[config.mk]
export PLATFORM = sky130hd
export DESIGN_NAME = wb_arbiter
export DESIGN_NICKNAME = d
export VERILOG_FILES = /design/src/rtl/wb_pkg.sv /design/src/rtl/rr_multi_picker.sv /design/src/rtl/wb_arbiter.sv
export SDC_FILE = /design/constraint.sdc
export NUM_CORES = 1
export LEC_CHECK = 0
export ABC_CLOCK_PERIOD_IN_PS = 15700
export BUFFER_PORTS_ARGS = -buffer_cell sky130_fd_sc_hd__buf_2
export CELL_PAD_IN_SITES_DETAIL_PLACEMENT = 1
export CELL_PAD_IN_SITES_GLOBAL_PLACEMENT = 1
export CORE_ASPECT_RATIO = 1.2
export CORE_MARGIN = 2
export CORE_UTILIZATION = 48
export DETAILED_ROUTE_END_ITERATION = 6
export PLACE_DENSITY_LB_ADDON = 0.1
export SYNTH_ARGS = -nofsm -noshare
export SYNTH_HDL_FRONTEND = slang
export SYNTH_SLANG_ARGS = --single-unit
[constraint.sdc]
create_clock -name clock -period 15.7 [get_ports clock]
set_input_delay 3.14 -clock clock [delete_from_list [all_inputs] [get_ports clock]]
set_output_delay 3.14 -clock clock [all_outputs]
set_load 0.01 [all_outputs]
[src/rtl/wb_pkg.sv]
// Shared types for the writeback arbiter: packet layout and index widths.
// Latency: n/a (types only).
// Backpressure: n/a (types only).
package wb_pkg;

    localparam int DEPTH     = 64;
    localparam int PHYS_REGS = 128;
    localparam int XLEN      = 32;

    localparam int ROB_IDX_W = $clog2(DEPTH);
    localparam int PRF_IDX_W = $clog2(PHYS_REGS);

    typedef struct packed {
        logic [ROB_IDX_W-1:0] rob_idx;
        logic [PRF_IDX_W-1:0] dest_prf;
        logic                 rd_wen;
        logic [XLEN-1:0]      value;
        logic                 exception;
        logic                 mispred;
    } wb_packet_t;

endpackage

[src/rtl/rr_multi_picker.sv]
// Rotating-priority multi-grant picker: grants up to WB_WIDTH requesters starting at i_rr_ptr.
// Latency: purely combinational.
// Backpressure: none; requesters not granted simply stay ungranted this cycle.
// Ports: i_req/i_rr_ptr in; o_grant (one-hot per FU), o_slot_vld/o_slot_idx (per writeback slot),
//        o_last_idx (last FU granted in scan order), o_any (at least one grant).
module rr_multi_picker #(
    parameter  int NUM_FU   = 6,
    parameter  int WB_WIDTH = 4,
    localparam int PTR_W    = (NUM_FU > 1) ? $clog2(NUM_FU) : 1
) (
    input  logic [NUM_FU-1:0]   i_req,
    input  logic [PTR_W-1:0]    i_rr_ptr,
    output logic [NUM_FU-1:0]   o_grant,
    output logic [WB_WIDTH-1:0] o_slot_vld,
    output logic [PTR_W-1:0]    o_slot_idx [WB_WIDTH],
    output logic [PTR_W-1:0]    o_last_idx,
    output logic                o_any
);

    always_comb begin
        int   idx;
        int   cnt;
        logic req_at;
        o_grant    = '0;
        o_slot_vld = '0;
        for (int s = 0; s < WB_WIDTH; s++) o_slot_idx[s] = '0;
        o_last_idx = i_rr_ptr;
        idx        = 0;
        cnt        = 0;
        req_at     = 1'b0;
        for (int k = 0; k < NUM_FU; k++) begin
            // Explicit wrap so NUM_FU need not be a power of two.
            idx = int'(i_rr_ptr) + k;
            if (idx >= NUM_FU) idx = idx - NUM_FU;
            // Constant-index selects keep the unrolled logic a plain mux.
            req_at = 1'b0;
            for (int f = 0; f < NUM_FU; f++) if (f == idx) req_at = i_req[f];
            if (req_at && (cnt < WB_WIDTH)) begin
                for (int f = 0; f < NUM_FU; f++) if (f == idx) o_grant[f] = 1'b1;
                for (int s = 0; s < WB_WIDTH; s++) begin
                    if (s == cnt) begin
                        o_slot_vld[s] = 1'b1;
                        o_slot_idx[s] = PTR_W'(idx);
                    end
                end
                o_last_idx = PTR_W'(idx);
                cnt        = cnt + 1;
            end
        end
        o_any = |o_grant;
    end

endmodule

[src/rtl/wb_arbiter.sv]
// Writeback arbiter: per-FU hold registers, round-robin grant of up to WB_WIDTH results into ROB/CDB slots.
// Latency: 2 cycles FU handshake -> wb_valid_o (hold register, then registered slot outputs).
// Backpressure: fu_ready_o low only for a loaded hold register that lost arbitration; flush drops everything.
// Ports: clock, reset_n (sync, active-low), flush_i; fu_valid_i/fu_ready_o/fu_pkt_i per FU;
//        wb_valid_o/wb_pkt_o per writeback slot. Define WB_ARB_STATS_EN to add stat_grant_cnt_o
//        and stat_conflict_cnt_o.
module wb_arbiter
    import wb_pkg::*;
#(
    parameter  int NUM_FU   = 6,
    parameter  int WB_WIDTH = 4,
    localparam int PTR_W    = (NUM_FU > 1) ? $clog2(NUM_FU) : 1
) (
    input  logic                clock,
    input  logic                reset_n,
    input  logic                flush_i,
    input  logic [NUM_FU-1:0]   fu_valid_i,
    output logic [NUM_FU-1:0]   fu_ready_o,
    input  wb_packet_t          fu_pkt_i [NUM_FU],
    output logic [WB_WIDTH-1:0] wb_valid_o,
    output wb_packet_t          wb_pkt_o [WB_WIDTH]
`ifdef WB_ARB_STATS_EN
    ,
    output logic [31:0]         stat_grant_cnt_o,
    output logic [31:0]         stat_conflict_cnt_o
`endif
);

    logic [NUM_FU-1:0]   r_hold_valid;
    wb_packet_t          r_hold_pkt [NUM_FU];
    logic [PTR_W-1:0]    r_rr_ptr;
    logic [WB_WIDTH-1:0] r_wb_valid;
    wb_packet_t          r_wb_pkt [WB_WIDTH];

    logic [NUM_FU-1:0]   w_grant;
    logic [WB_WIDTH-1:0] w_slot_vld;
    logic [PTR_W-1:0]    w_slot_idx [WB_WIDTH];
    logic [PTR_W-1:0]    w_last_idx;
    logic                w_any;
    logic [NUM_FU-1:0]   w_fu_ready;
    logic [NUM_FU-1:0]   w_load;
    logic [PTR_W-1:0]    w_rr_next;

    rr_multi_picker #(
        .NUM_FU   (NUM_FU),
        .WB_WIDTH (WB_WIDTH)
    ) u_picker (
        .i_req      (r_hold_valid),
        .i_rr_ptr   (r_rr_ptr),
        .o_grant    (w_grant),
        .o_slot_vld (w_slot_vld),
        .o_slot_idx (w_slot_idx),
        .o_last_idx (w_last_idx),
        .o_any      (w_any)
    );

    // A granted hold empties at this edge, so it can take a new result in the same cycle.
    assign w_fu_ready = ~r_hold_valid | w_grant | {NUM_FU{flush_i}};
    assign w_load     = fu_valid_i & w_fu_ready & {NUM_FU{~flush_i}};
    assign w_rr_next  = (w_last_idx == PTR_W'(NUM_FU - 1)) ? '0 : w_last_idx + 1'b1;

    assign fu_ready_o = w_fu_ready;
    assign wb_valid_o = r_wb_valid;
    assign wb_pkt_o   = r_wb_pkt;

    always_ff @(posedge clock) begin
        if (!reset_n) begin
            r_hold_valid <= '0;
            r_rr_ptr     <= '0;
            r_wb_valid   <= '0;
            for (int s = 0; s < WB_WIDTH; s++) r_wb_pkt[s] <= '0;
        end else if (flush_i) begin
            // Pointer is kept across a flush; only in-flight results are discarded.
            r_hold_valid <= '0;
            r_wb_valid   <= '0;
            for (int s = 0; s < WB_WIDTH; s++) r_wb_pkt[s] <= '0;
        end else begin
            for (int i = 0; i < NUM_FU; i++) begin
                if (w_load[i])       r_hold_valid[i] <= 1'b1;
                else if (w_grant[i]) r_hold_valid[i] <= 1'b0;
            end
            r_wb_valid <= w_slot_vld;
            for (int s = 0; s < WB_WIDTH; s++)
                r_wb_pkt[s] <= w_slot_vld[s] ? r_hold_pkt[w_slot_idx[s]] : '0;
            if (w_any) r_rr_ptr <= w_rr_next;
        end
    end

    // Payload needs no reset: it is only observed while its valid bit is set.
    always_ff @(posedge clock) begin
        for (int i = 0; i < NUM_FU; i++)
            if (w_load[i]) r_hold_pkt[i] <= fu_pkt_i[i];
    end

`ifdef WB_ARB_STATS_EN
    logic [31:0] r_stat_grant;
    logic [31:0] r_stat_conflict;

    always_ff @(posedge clock) begin
        if (!reset_n) begin
            r_stat_grant    <= '0;
            r_stat_conflict <= '0;
        end else if (!flush_i) begin
            r_stat_grant <= r_stat_grant + 32'($countones(w_grant));
            if ($countones(r_hold_valid) > WB_WIDTH) r_stat_conflict <= r_stat_conflict + 32'd1;
        end
    end

    assign stat_grant_cnt_o    = r_stat_grant;
    assign stat_conflict_cnt_o = r_stat_conflict;
`endif

endmodule

==> metrics, run 1 <==
run status finished clean; Final Skew between 0.015 and 0.02 ns; buffer depth of the longest clock path 3; TritonCTS clock tree yes; leading cell types in the layout, fill and taps excluded sky130_fd_sc_hd__buf_2 (498), sky130_fd_sc_hd__and3_1 (304), sky130_fd_sc_hd__edfxtp_1 (288), sky130_fd_sc_hd__a211oi_1 (253), sky130_fd_sc_hd__mux2i_1 (218); Async S/R FF share, synth 0%; slowest CP cell sky130_fd_sc_hd__dfxtp_1; Post-Synthesis Cell Area about 27,000 µm²; layout net count 3,150; Worst-Margin Slew between 1 and 1.5 ns; placed instance area about 30,000 µm²; Die Footprint between 50,000 and 60,000 µm²; Data required, critical path ~13 ns; tightest slew margin relative to the limit between 10% and 20%; final design area excluding fillers approximately 32,000 µm²; die boundary height about 270 µm; layout overhead on the synthesized area 16.81%; fill cell total of the finished layout 6,127; cell repeated most along the worst path sky130_fd_sc_hd__ha_1; crit path launch type flip-flop; number of warning messages in the yosys log 0; hold-critical path endpoint wb_pkt_o[60]$_SDFF_PP0_; total negative setup slack 0 ns; unrepaired setup endpoints after global routing false; buffer type at the clock tree root sky130_fd_sc_hd__clkbuf_16; CP endpoint kind output pin; CTS H-Tree Depth 2; clock-pin slew reported for the worst setup and hold paths after clock tree synthesis around 0.070 ns; remaining global-route overflow 0; most common cell after layout, fill and taps aside sky130_fd_sc_hd__buf_2; overall track demand over capacity in global routing 41.95%; commonest register cell after synthesis sky130_fd_sc_hd__edfxtp_1; area of the core region about 57,000 µm²; Crit path arrival time between 9 and 10 ns; syn nets roughly 2,800; worst hold path class flip-flop to flip-flop; DRC Markers 0; # IOs about 500; number of pins with negative max-slew slack in the final report 0; setup-violating endpoint count in the final report 0; ANT nets after route 0; number of flip-flops and latches in the synthesized netlist roughly 490; number of iterations in the first detailed-routing pass 6; r2r setup slk slightly below 5 ns; pin count of the biggest net entering global routing 97; Worst R2R Start r_rr_ptr[1]$_SDFFE_PN0P_; peak per-stage delay on the critical path around 0.84 ns; total of hold buffers inserted after clock tree synthesis 0; CTS sink cnt 493; Iteration-0 DRC Markers 2,898; routed wire length 127,400 µm; Starting Density 48.32%; wire length of the first global-routing pass 184,800 µm; clock latency on the worst-skew pair 0.63 ns; WHS 0.6571 ns; Max Fclk 81.73 MHz; via count of the first global-routing pass 27,180; Die X 222.3 µm; number of hold-slack violations in the final timing report 0; depth of the worst hold-timing path 2; number of cell rows 96; count of flip-flops with a built-in enable after synthesis approximately 290; via count about 26,000; global placement routability congestion roughly 0.99; worst hold path startpoint r_hold_pkt[4][12]$_DFFE_PP_; post-route clock period utilization roughly 80%; maximum net fanout on the critical path 32; port bufs roughly 500; capturing point of the worst reg2reg path wb_pkt_o[43]$_SDFF_PP0_; clock buffers created by TritonCTS 52; HPWL after DPL about 78,000 µm; cell count after synthesis between 2,000 and 2,500; post-DR wirelength/cell about 35 µm; final critical delay including setup and external delays approximately 12 ns; fraction of layout instances using a drive strength above 1 between 20% and 30%; Reg2Reg Depth 32; setup fix buffers added after clock tree synthesis 0; post-synthesis sequential area ratio roughly 46%; Resized cells post-CTS 0; type of the setup path with the least slack flip-flop to output pin; max-cap viol count 0; average size of a mapped cell between 10 and 15 µm²; initial antenna violation count 14; number of library cell types mapped by synthesis around 100; routed vias/inst between 7 and 8
[per-layer routing]
layer | routed length, µm | GRT usage, % | vias to the layer above
met3 | 11680 | 9.142 | 525
met1 | 46960 | 50.61 | 13070
met5 | 76 | 0 | -
li1 | - | - | 10690
met2 | 59550 | 67.48 | 1807
met4 | 9107 | 28.31 | 12
[cell usage after synthesis (46+ instances only)]
cell type	number	area share [%]
sky130_fd_sc_hd__and3_1	304	6.9
sky130_fd_sc_hd__edfxtp_1	288	31
sky130_fd_sc_hd__a211oi_1	254	6.9
sky130_fd_sc_hd__mux2i_1	221	8.1
sky130_fd_sc_hd__dfxtp_1	205	15
sky130_fd_sc_hd__clkbuf_1	123	1.7
sky130_fd_sc_hd__buf_2	94	1.7
sky130_fd_sc_hd__a2111oi_2	72	3.9
sky130_fd_sc_hd__o211ai_1	68	1.9
sky130_fd_sc_hd__nand2_1	51	0.70
sky130_fd_sc_hd__a21oi_1	47	0.86
sky130_fd_sc_hd__nor4_1	46	1.0
sky130_fd_sc_hd__o221ai_1	46	1.5
[worst max-delay path: cells and delay by family, from the launching register on]
family	cells	cell delay (ns)
AO/OA/AOI/OAI	9	2.30
AND/OR/NAND/NOR	10	2.46
flip-flops	1	0.84
adder cells (fa/ha/maj)	6	1.73
buffers and inverters	6	1.13
[sequential cells by signal, summed over array words and instances (netlist names)]
name,cells
r_hold_pkt,288
wb_pkt_o,192
r_hold_valid,6
wb_valid_o,4
r_rr_ptr,3
[layout make-up]
cell class                      instances  area, µm²  share of cell area, %
Timing Repair Buffer                  548       2868                  8.942
Tap cell                              735      919.6                  2.868
Clock buffer                           74       1465                  4.569
Multi-Input combinational cell       1678      13620                  42.46
Clock inverter                         24      239.0                 0.7452
Inverter                               50      187.7                 0.5852
Sequential cell                       493      12750                  39.77
Antenna cell                            8      20.02                0.06242
[kinds of logic (layout without fill, tap and decap cells)]
group                    count (synthesis)  in the layout  share of synthesized area [%]
AO/OA/AOI/OAI                          789            789                          24.79
XOR/XNOR                                 8              8                         0.3099
adder cells (fa/ha/maj)                 30             30                          1.395
buffers and inverters                  305            696                          5.109
flip-flops                             493            493                          46.45
multiplexers                           231            231                          8.495
other                                    0              8                              0
AND/OR/NAND/NOR                        620            620                          13.45
[worst max path at each step]
stage | start | to | slack [ns] | cells past startpoint
2_1_floorplan | r_rr_ptr[0]$_SDFFE_PN0P_ | r_hold_pkt[3][0]$_DFFE_PP_ | 5.46 | 32
3_3_place_gp | r_rr_ptr[1]$_SDFFE_PN0P_ | fu_ready_o[3] | 4.71 | 31
3_5_place_dp | r_rr_ptr[1]$_SDFFE_PN0P_ | fu_ready_o[3] | 4.32 | 31
4_1_cts | r_rr_ptr[1]$_SDFFE_PN0P_ | fu_ready_o[3] | 3.64 | 31
5_1_grt | r_rr_ptr[1]$_SDFFE_PN0P_ | fu_ready_o[3] | 2.90 | 31
6_report | r_rr_ptr[1]$_SDFFE_PN0P_ | fu_ready_o[3] | 3.46 | 31
[through the flow]
stage,std cells,setup slack (ns),util (%)
after floorplan,2476,5.462,-
after global placement,3504,4.710,53.41
after detailed placement,3504,4.315,53.41
after CTS,3602,3.636,56.41
after global routing,3608,2.896,56.44
final,3610,3.464,56.45
Power of run 1 is left out: the tool's default activity adds up to more than one toggle a clock period on the data nets, which glitch-free logic cannot reach.
==> run 2, diff against run 1 <==
ABC_CLOCK_PERIOD_IN_PS = 11400   (was 15700)
CORE_UTILIZATION = 45   (was 48)
clock period = 11.4 ns   (was 15.7 ns; I/O delays follow)
==> metrics, run 2 (synthesis results as in run 1) <==
number of pins with negative max-slew slack in the final report 0; slowest CP cell sky130_fd_sc_hd__dfxtp_2; fraction of layout instances using a drive strength above 1 between 20% and 30%; depth of the worst hold-timing path 2; flip-flop count of the largest register after layout around 290; total of hold buffers inserted after clock tree synthesis 0; Data required, critical path between 9 and 10 ns; clock buffers created by TritonCTS 52; Final Skew between 0.01 and 0.015 ns; max-cap viol count 0; Resized cells post-CTS 0; number of cell rows slightly below 100; number of iterations in the first detailed-routing pass 5; die boundary height between 200 and 300 µm; via count of the first global-routing pass 27,330; clock latency on the worst-skew pair ~0.63 ns; cell repeated most along the worst path sky130_fd_sc_hd__ha_1; unrepaired setup endpoints after global routing false; most common cell after layout, fill and taps aside sky130_fd_sc_hd__buf_2; run status finished clean; layout net count roughly 3,200; post-DR wirelength/cell roughly 35 µm; routed vias/inst a little over 7; WHS a little over 0.6 ns; area of the core region ~60,000 µm²; r2r setup slk about 2.2 ns; buffer depth of the longest clock path 3; Starting Density 45.33%; capturing point of the worst reg2reg path wb_pkt_o[44]$_SDFF_PP0_; final critical delay including setup and external delays about 10 ns; Worst R2R Start r_rr_ptr[0]$_SDFFE_PN0P_; number of hold-slack violations in the final timing report 0; Reg2Reg Depth 28; hold-critical path endpoint wb_pkt_o[49]$_SDFF_PP0_; pin count of the biggest net entering global routing 97; total negative setup slack 0 ns; Iteration-0 DRC Markers 3,398; HPWL after DPL between 80,000 and 90,000 µm; wl on met1 about 48,000 µm; setup-violating endpoint count in the final report 0; ANT nets after route 0; CTS H-Tree Depth 2; via count approximately 26,000; worst hold path startpoint r_hold_pkt[4][1]$_DFFE_PP_; routed length on met3 about 12,000 µm; global placement routability congestion 0.9718; Worst-Margin Slew around 1.3 ns; CP endpoint kind output pin; Crit path arrival time just under 8 ns; Max Fclk ~100 MHz; leading cell types in the layout, fill and taps excluded sky130_fd_sc_hd__buf_2 (498), sky130_fd_sc_hd__and3_1 (304), sky130_fd_sc_hd__edfxtp_1 (288), sky130_fd_sc_hd__a211oi_1 (253), sky130_fd_sc_hd__mux2i_1 (218); met2 wire length 60,560 µm; DRC Markers 0; overall track demand over capacity in global routing between 30 and 40%; buffer type at the clock tree root sky130_fd_sc_hd__clkbuf_16; post-route clock period utilization around 88%; routed wire length 129,500 µm; CTS sink cnt 493; # IOs roughly 500; tightest slew margin relative to the limit around 14%; TritonCTS clock tree yes; wire length of the first global-routing pass approximately 190,000 µm; crit path launch type flip-flop; layout overhead on the synthesized area 19.85%; uppermost layer routed met5; maximum net fanout on the critical path 15; Die Footprint between 60,000 and 70,000 µm²; largest register by flop count r_hold_pkt; type of the setup path with the least slack flip-flop to output pin; remaining global-route overflow 0; clock-pin slew reported for the worst setup and hold paths after clock tree synthesis 0.07 ns; worst hold path class flip-flop to flip-flop; setup fix buffers added after clock tree synthesis 0; peak per-stage delay on the critical path a little under 0.7 ns; initial antenna violation count 16; Die X between 200 and 250 µm; port bufs approximately 500
run 2: worst max path at each step:
stage | startpoint | end | slack (ns) | cells after the start
finish | r_rr_ptr[0]$_SDFFE_PN0P_ | fu_ready_o[3] | 1.42 | 31
global route | r_rr_ptr[0]$_SDFFE_PN0P_ | fu_ready_o[3] | 0.81 | 31
CTS | r_rr_ptr[0]$_SDFFE_PN0P_ | fu_ready_o[3] | 1.51 | 31
detailed placement | r_rr_ptr[0]$_SDFFE_PN0P_ | fu_ready_o[3] | 2.18 | 31
global placement | r_rr_ptr[0]$_SDFFE_PN0P_ | fu_ready_o[3] | 2.36 | 31
floorplan | r_rr_ptr[0]$_SDFFE_PN0P_ | r_hold_pkt[3][0]$_DFFE_PP_ | 1.16 | 32
run 2: area by class of cell:
type,count,area [µm²]
fillers,6469,27670
multi-input cells,1678,13620
flip-flops and latches,493,12750
repair buffers,587,3398
clock buffers,69,1456
well taps,808,1011
clock inverters,28,455.4
inverters,50,187.7
diodes,10,25.02
run 2: metrics by stage:
stage	area (µm²)	setup slack, ns	utilization [%]	std cells
detailed placement	30970	2.182	51.12	3616
floorplan	27460	1.162	-	2476
global placement	30970	2.355	51.12	3616
finish	32900	1.424	54.32	3723
global route	32900	0.8101	54.32	3723
CTS	32880	1.512	54.28	3713
run 2: worst max-delay path: cells and delay by family, from the launching register on:
family | cells | cell delay (ns)
AO/OA/AOI/OAI | 9 | 1.90
AND/OR/NAND/NOR | 10 | 1.83
adder cells (fa/ha/maj) | 6 | 1.78
flip-flops | 1 | 0.69
buffers and inverters | 5 | 0.61
XOR/XNOR | 1 | 0.25
run 2: layer usage:
layer	vias up	GRT usage, %
met3	498	7.991
met1	13140	47.99
met2	1837	63.94
li1	10780	-
met4	4	28.23
met5	-	0
Power of run 2 is left out for the same reason.
